[config.mk]
export PLATFORM = sky130hd
export DESIGN_NAME = lifo_stack
export DESIGN_NICKNAME = d
export VERILOG_FILES = /design/src/rtl/stack_pkg.sv /design/src/rtl/stack_ram.sv /design/src/rtl/lifo_stack.sv
export SDC_FILE = /design/constraint.sdc
export NUM_CORES = 1
export LEC_CHECK = 0
export CAP_MARGIN = 40
export CORE_UTILIZATION = 35
export CTS_CLUSTER_DIAMETER = 120
export CTS_CLUSTER_SIZE = 25
export DETAILED_ROUTE_END_ITERATION = 6
export GPL_ROUTABILITY_DRIVEN = 0
export GPL_TIMING_DRIVEN = 0
export SYNTH_ARGS = -nofsm -noshare
export SYNTH_HDL_FRONTEND = slang
export SYNTH_HIERARCHICAL = 1
export SYNTH_SLANG_ARGS = --single-unit
[constraint.sdc]
create_clock -name clk -period 3.1 [get_ports clk]
set_input_delay 0.31 -clock clk [delete_from_list [all_inputs] [get_ports clk]]
set_output_delay 0.31 -clock clk [all_outputs]
set_load 0.005 [all_outputs]
[src/rtl/stack_pkg.sv]
// Shared constants for the LIFO stack: default sizing, the {push,pop}
// operation encodings, and a ceil-log2 helper for tools without $clog2.
package stack_pkg;

    localparam int DEF_DATA_W = 4;
    localparam int DEF_DEPTH  = 8;

    // Operation encoding formed as {push, pop}
    localparam logic [1:0] OP_IDLE = 2'b00;
    localparam logic [1:0] OP_POP  = 2'b01;
    localparam logic [1:0] OP_PUSH = 2'b10;
    localparam logic [1:0] OP_SWAP = 2'b11;

    // Smallest r such that 2**r >= value
    function automatic int clog2(input int value);
        int r;
        r = 0;
        while ((1 << r) < value) begin
            r = r + 1;
        end
        return r;
    endfunction

endpackage

[src/rtl/stack_ram.sv]
// Storage array for the LIFO stack: one synchronous write port and one
// synchronous read port with read enable. No reset on the array. A read and
// a write to the same address in one cycle return the old contents, which is
// what replace-top relies on.
module stack_ram
    import stack_pkg::*;
#(
    parameter int DATA_W = DEF_DATA_W,
    parameter int DEPTH  = DEF_DEPTH,
    localparam int AW    = clog2(DEPTH)
) (
    input  logic              clk,
    input  logic              we_i,
    input  logic [AW-1:0]     waddr_i,
    input  logic [DATA_W-1:0] wdata_i,
    input  logic              re_i,
    input  logic [AW-1:0]     raddr_i,
    output logic [DATA_W-1:0] rdata_o
);

    logic [DATA_W-1:0] mem_q [DEPTH];
    logic [DATA_W-1:0] rdata_q;

    // Write port and registered read port; rdata holds when re is low
    always_ff @(posedge clk) begin
        if (we_i) begin
            mem_q[waddr_i] <= wdata_i;
        end
        if (re_i) begin
            rdata_q <= mem_q[raddr_i];
        end
    end

    assign rdata_o = rdata_q;

endmodule

[src/rtl/lifo_stack.sv]
// LIFO stack with internal count/pointer, full/empty flags, one-cycle error
// pulses, synchronous flush and defined push+pop (replace-top / bypass).
// Optional high-water-mark output hwm enabled by LIFO_STACK_WATERMARK_EN.
module lifo_stack
    import stack_pkg::*;
#(
    parameter int DATA_W = DEF_DATA_W,
    parameter int DEPTH  = DEF_DEPTH,
    localparam int PTR_W = $clog2(DEPTH),
    localparam int CNT_W = $clog2(DEPTH + 1)
) (
    input  logic              clk,
    input  logic              rst_n,
    input  logic              clear,
    input  logic              push,
    input  logic              pop,
    input  logic [DATA_W-1:0] push_data,
    output logic [DATA_W-1:0] pop_data,
    output logic              pop_valid,
    output logic              full,
    output logic              empty,
    output logic [CNT_W-1:0]  count,
`ifdef LIFO_STACK_WATERMARK_EN
    output logic [CNT_W-1:0]  hwm,
`endif
    output logic              overflow_err,
    output logic              underflow_err
);

    logic [CNT_W-1:0]  count_q, count_d;
    logic [DATA_W-1:0] byp_q, byp_d;
    logic              src_ram_q, src_ram_d;
    logic              pop_valid_q, pop_valid_d;
    logic              ovf_q, ovf_d;
    logic              udf_q, udf_d;

    logic              ram_we, ram_re;
    logic [PTR_W-1:0]  ram_waddr, ram_raddr;
    logic [DATA_W-1:0] ram_rdata;
    logic [PTR_W-1:0]  top_addr, next_addr;
    logic              is_full, is_empty;
    logic [1:0]        op;

    assign op        = {push, pop};
    assign is_full   = (count_q == CNT_W'(DEPTH));
    assign is_empty  = (count_q == '0);
    // top_addr wraps when empty; it is never used in that case
    assign top_addr  = PTR_W'(count_q - 1'b1);
    assign next_addr = PTR_W'(count_q);

    // Next-state decode: clear wins, then the {push,pop} operation
    always_comb begin
        count_d     = count_q;
        byp_d       = byp_q;
        src_ram_d   = src_ram_q;
        pop_valid_d = 1'b0;
        ovf_d       = 1'b0;
        udf_d       = 1'b0;
        ram_we      = 1'b0;
        ram_re      = 1'b0;
        ram_waddr   = next_addr;
        ram_raddr   = top_addr;
        if (clear) begin
            count_d = '0;
        end else begin
            case (op)
                OP_PUSH: begin
                    if (is_full) begin
                        ovf_d = 1'b1;
                    end else begin
                        ram_we  = 1'b1;
                        count_d = count_q + 1'b1;
                    end
                end
                OP_POP: begin
                    if (is_empty) begin
                        udf_d = 1'b1;
                    end else begin
                        ram_re      = 1'b1;
                        src_ram_d   = 1'b1;
                        pop_valid_d = 1'b1;
                        count_d     = count_q - 1'b1;
                    end
                end
                OP_SWAP: begin
                    if (is_empty) begin
                        // Bypass: pushed word is returned directly, nothing stored
                        byp_d       = push_data;
                        src_ram_d   = 1'b0;
                        pop_valid_d = 1'b1;
                    end else begin
                        // Replace-top: read old top while overwriting it
                        ram_re      = 1'b1;
                        ram_we      = 1'b1;
                        ram_waddr   = top_addr;
                        src_ram_d   = 1'b1;
                        pop_valid_d = 1'b1;
                    end
                end
                OP_IDLE: ;
                default: ;
            endcase
        end
    end

    // Control and status registers
    always_ff @(posedge clk or negedge rst_n) begin
        if (!rst_n) begin
            count_q     <= '0;
            byp_q       <= '0;
            src_ram_q   <= 1'b0;
            pop_valid_q <= 1'b0;
            ovf_q       <= 1'b0;
            udf_q       <= 1'b0;
        end else begin
            count_q     <= count_d;
            byp_q       <= byp_d;
            src_ram_q   <= src_ram_d;
            pop_valid_q <= pop_valid_d;
            ovf_q       <= ovf_d;
            udf_q       <= udf_d;
        end
    end

    stack_ram #(
        .DATA_W (DATA_W),
        .DEPTH  (DEPTH)
    ) u_ram (
        .clk     (clk),
        .we_i    (ram_we),
        .waddr_i (ram_waddr),
        .wdata_i (push_data),
        .re_i    (ram_re),
        .raddr_i (ram_raddr),
        .rdata_o (ram_rdata)
    );

    // pop_data selects between the RAM read register and the bypass register;
    // both only change on an accepted pop, so pop_data holds otherwise.
    assign pop_data      = src_ram_q ? ram_rdata : byp_q;
    assign pop_valid     = pop_valid_q;
    assign full          = is_full;
    assign empty         = is_empty;
    assign count         = count_q;
    assign overflow_err  = ovf_q;
    assign underflow_err = udf_q;

`ifdef LIFO_STACK_WATERMARK_EN
    logic [CNT_W-1:0] hwm_q;

    // High-water mark tracks the registered count, one cycle behind
    always_ff @(posedge clk or negedge rst_n) begin
        if (!rst_n) begin
            hwm_q <= '0;
        end else if (clear) begin
            hwm_q <= '0;
        end else if (count_q > hwm_q) begin
            hwm_q <= count_q;
        end
    end

    assign hwm = hwm_q;
`endif

endmodule

# Word level (Yosys, flattened, before mapping)

Memory sizes are Yosys's and may differ from the RTL's. A register that Yosys moved wholly into a read port is not among the register bits.
Index checks and enable logic that the tools add are counted.

$add $sub $neg: 2
Multipliers: 0
Divide/modulo/power cells: 0
$lt $le $gt $ge: 0
Eq/ne operators: 7
Shift operators: 0
Mux-type cells: 26
Bitwise operators: 1
Reductions and logical operators: 7

Operators with widths:

| operator                                                           | count |
|---|---|
| 4-bit 2-to-1 mux                                                   | 4 |
| 1-bit 2-to-1 mux                                                   | 15 |
| 3-bit 2-to-1 mux                                                   | 3 |
| 3-bit AND reduction                                                | 3 |
| 4-bit one-hot mux with 2 select lines                              | 1 |
| 3-bit inequality test, second input constant                       | 2 |
| 1-bit one-hot mux with 2 select lines                              | 3 |
| 4-bit by 1-bit adder with 4-bit output, second input constant      | 1 |
| 2-bit == test, second input constant                               | 2 |
| 4-bit == test, second input constant                               | 1 |
| 4-bit zero test                                                    | 1 |
| 4-bit by 1-bit subtractor with 4-bit output, second input constant | 1 |
| 3-bit nonzero test                                                 | 1 |
| 2-bit by 1-bit == test with 1-bit output, second input constant    | 1 |
| 2-bit inequality test, second input constant                       | 1 |
| 2-bit nonzero test                                                 | 1 |
| 2-bit OR reduction                                                 | 1 |
| 1-bit NOT                                                          | 1 |

Bits in registers: 12
Bits in latches: 0
Bits in writable memories: 32
Bits in read-only memories: 0
Output and inout bits: 13
Word-level logic and storage cells: 50
Memories kept: 1

Memory list:

| name        | words | width | read ports | clocked after memory_dff | write ports | line            | source |
|---|---|---|---|---|---|---|---|
| u_ram.mem_q | 8     | 4     | 1          | 1                        | 1           | stack_ram.sv:21 | `logic [DATA_W-1:0] mem_q [DEPTH];` |

# Longest topological paths before layout

Word-level depth: 6
Mapped depth: 8
Mapped depth without buffers: 8

# Hierarchy

Netlist, hierarchy kept.

By module, submodules not included:

| module     | instances | cells each | area each (µm²) | seq. area each (µm²) |
|---|---|---|---|---|
| stack_ram  | 1         | 63         | 1410.1          | 1081.0 |
| lifo_stack | 1         | 73         | 762.0           | 300.3 |

# Least setup slack after synthesis

Ideal clock, no wire load.

Path type: reg-to-reg
From: register count_q[0], in the netlist count[0]
To: memory u_ram/mem_q[0][0] in the netlist's numbering, enable pin
Arrival time: 2.020 ns
Required time: 2.739 ns
Path slack: 0.719 ns
Stages on the path, launching flop included: 7
Clock period less this slack: 2.381 ns
Cell sequence: dfrtp_1 -> inv_1 -> ha_1 -> nor3b_1 -> nor2_1 -> xnor2_1 -> nor3_1

Elaborated cells between the ends (all ways): 12
Those cells by class: 1 x add/sub; 1 x eq/ne; 9 x mux; 1 x reduce/logical

RTL lines:

| item                                        | line              | source |
|---|---|---|
| start, declared                             | lifo_stack.sv:30  | `logic [CNT_W-1:0] count_q, count_d;` |
| start signal, assigned                      | lifo_stack.sv:116 | `count_q <= count_d;` |
| 4-bit by 1-bit subtractor with 4-bit output | --                |  |
| named net ram_raddr[0]                      | lifo_stack.sv:38  | `logic [PTR_W-1:0] ram_waddr, ram_raddr;` |
| 3-bit 2-to-1 mux                            | lifo_stack.sv:86  | `if (is_empty) begin` |
| 3-bit 2-to-1 mux                            | lifo_stack.sv:66  | `case (op)` |
| 3-bit 2-to-1 mux                            | lifo_stack.sv:63  | `if (clear) begin` |
| named net ram_waddr[0]                      | lifo_stack.sv:38  |  |
| end, declared                               | stack_ram.sv:21   |  |

The timed path passes the listed nets, and every way through them passes these cells.

# Final worst setup path

From: register count_q[0], in the netlist count[0]
To: memory u_ram/mem_q[6][1] in the netlist's numbering, enable pin

Elaborated cells between the ends (all ways): 12
Those cells by class: 1 x add/sub; 1 x eq/ne; 9 x mux; 1 x reduce/logical

RTL lines:

| item                                        | line |
|---|---|
| 4-bit by 1-bit subtractor with 4-bit output | -- |
| named net ram_raddr[0]                      | lifo_stack.sv:38 |
| 3-bit 2-to-1 mux                            | lifo_stack.sv:86 |
| 3-bit 2-to-1 mux                            | lifo_stack.sv:66 |
| 3-bit 2-to-1 mux                            | lifo_stack.sv:63 |

The timed path passes the listed nets, and every way through them passes these cells.

==> impl_metrics.ini <==
[run_status]
status = completed

[sta]
setup_viol = 0
finalHoldViolCount = 0
slew_headroom_pct = 57.88
hold_ws_ns = 0.3871
tightest_slew_ns = 0.6269
max_freq_mhz = 370.0
finalWorstSetupSlack_ns = 0.3972
fin_crit_sh_pct = 87.19
slew_violations = 0
grt_setup_unrepaired = false
fin_setup_tns_ns = 0
min_period_ns = 2.703
skew_ns = 0.005507

[setup_path]
critical_path.max_fanout = 5
cp-end-kind = flop
path_class = flop to flop
critPathRequiredTime_ns = 3.04
critical_path_arrival_ns = 2.65
critPathLaunchType = flop

[synthesis]
synthDistinctLibCells = 35
yosysSeqAreaShare_pct = 63.59
postSynthAreaPerCell_um2 = 15.97
synth_nets = 148
syn-cell-area_um2 = 2172
synth_cells = 136
synthArstFlopShare_pct = 25.00
synth-main-ff-cell = edfxtp_1
synth_edf_count = 36
yosys_warnings = 6
ys_seq_elements = 48

[power]
p_sw_share_pct = 26.04
p_seq_share_pct = 42.9
leakagePower_uw = 0.0009360
p_total_uw = 1927
clkPwrFrac_pct = 26.9
comb_power_share_pct = 30.2
power_density_nw_per_um2 = 737.1
p_int_uw = 1425
vdd_drop_max_uv = 325.1
p_sw_uw = 501.7

[routing]
drtPass1Iterations = 4
routed_wl_mm = 3.865
wire_per_inst_um = 16.10
via_count = 1223
drt-initial-drc-count = 64
detail-route-antenna-nets = 0
viasPerCell = 5.096
drc_errors = 0

[cells_and_area]
fillers = 521
drive_above_1_share_pct = 16.97
seq_area_um2 = 1381
final_common_cell = edfxtp_1
multi_input_area_um2 = 753.2
nets = 176
final_cell_mix = edfxtp_1, clkdlybuf4s50_1, nor2_1, mux2_2, dfrtp_1
final_cell_count_no_fill = 240
area_growth_pct = 20.33
antenna_cells = 0

[floorplan]
top_level_ports = 22
die_area_um2 = 6525
core_um2 = 5956
die_y_um = 80.78
die_w_um = 80.78
fp-row-count = 28
start_util_pct = 36.47

[clocking]
cts.sinks = 48
htreeDepth = 2
clkLatencyLatePin_ns = 0.29
postCtsSetupRepairBufs = 0
ctsHoldBuffers = 0
cts_tree = done
clk_pin_slew_ns = 0.08
clockBufferDepth = 2
root_buffer = clkbuf_8
cts_resized = 0
cts_inserted_buffers = 5

[global_route]
grt_util_all_layers_pct = 12.80
grt_max_degree = 16
antenna_found_initial = 0
grt_pass1_vias = 1204
grt_pass1_wl_mm = 5.871
gr-total-overflow = 0

[place]
hpwl_mm = 2.819
preCtsSetupSlack_ns = 0.2151
placed_cells = 232
port_buffers = 21

[job]
maxCapViolations = 0

[hold_path]
hold_path.class = primary input to asynchronous set/reset pin
[power by group through the flow]
stage          clock network (uW)  logic, uW  registers, uW
2_1_floorplan                   0        380            829
3_3_place_gp                    0        566            837
3_5_place_dp                    0        576            843
4_1_cts                       526        581            829
5_1_grt                       548        632            836
6_report                      519        582            826
[critical path, stage by stage, from the launching register on]
cell and delay, ns:
dfrtp_1 0.44, inv_1 0.20, ha_1 0.31, nor3b_2 0.40, nor2_1 0.16, a21oi_1 0.35
nand2b_1 0.13, nor2_1 0.37
[area by class of cell]
type	count	area share (%)
Multi-Input combinational cell	79	28.82
Inverter	5	0.7180
Buffer	4	0.9095
Timing Repair Buffer	21	8.042
Clock buffer	6	2.776
Tap cell	75	3.590
Sequential cell	48	52.85
Clock inverter	2	2.298
[state kept, by name (all words and copies together), names as in the netlist]
signal,cells
byp_q,4
count,4
overflow_err,1
pop_valid,1
src_ram_q,1
u_ram/mem_q,32
u_ram/rdata_o,4
underflow_err,1
[metrics by stage]
stage	cell area, um^2	util, %
final	2614	43.89
after global routing	2614	43.89
after CTS	2609	43.80
after detailed placement	2476	41.58
after global placement	2476	41.58
after floorplan	2172	-
[metal layers]
metal / vias up / wire length (um) / track usage (%) / share of wire, %
met3: 2 / 128 / 3.596 / 3.3
met4: 0 / 34 / 5.357 / 0.88
met1: 624 / 1645 / 13.97 / 43
met2: 25 / 2057 / 23.22 / 53
li1: 572 / - / - / -
met5: - / 0 / 0 / 0
[synth_stat cells, types with 2 or more instances]
master	number	area, um^2
a21oi_1	2	10.01
clkbuf_1	2	7.510
dfrtp_1	12	300.3
edfxtp_1	36	1081
ha_1	3	37.54
inv_1	5	18.77
mux2_2	12	135.1
mux4_1	8	210.2
nand2_1	4	15.01
nand2b_1	5	31.28
nand3b_1	2	15.01
nor2_1	13	48.80
nor2b_1	6	37.54
nor3_1	3	15.01
xnor2_1	3	26.28
[cell families after synthesis]
kind of cell,count (synthesis),share of synthesized area [%]
buffers and inverters,9,1.958
AO/OA/AOI/OAI,9,3.745
multiplexers,22,17.05
flip-flops,48,63.59
AND/OR/NAND/NOR,41,10.31
XOR/XNOR,4,1.613
adder cells (fa/ha/maj),3,1.728
[final timing paths]
path                                       from  cells past startpoint                           to  slack (ns)
max                        count[0]$_DFFE_PN0P_                      7  u_ram/mem_q[6][1]$_DFFE_PP_        0.40
min                                       rst_n                      1         byp_q[2]$_DFFE_PN0P_        0.39
max reg2reg                count[0]$_DFFE_PN0P_                      7  u_ram/mem_q[6][1]$_DFFE_PP_        0.40
min reg2reg                byp_q[3]$_DFFE_PN0P_                      1         byp_q[3]$_DFFE_PN0P_        0.51
max in group asynchronous                 rst_n                      1         byp_q[1]$_DFFE_PN0P_        2.33
min in group clk           byp_q[3]$_DFFE_PN0P_                      1         byp_q[3]$_DFFE_PN0P_        0.51
(Power assumes the default switching activity.)
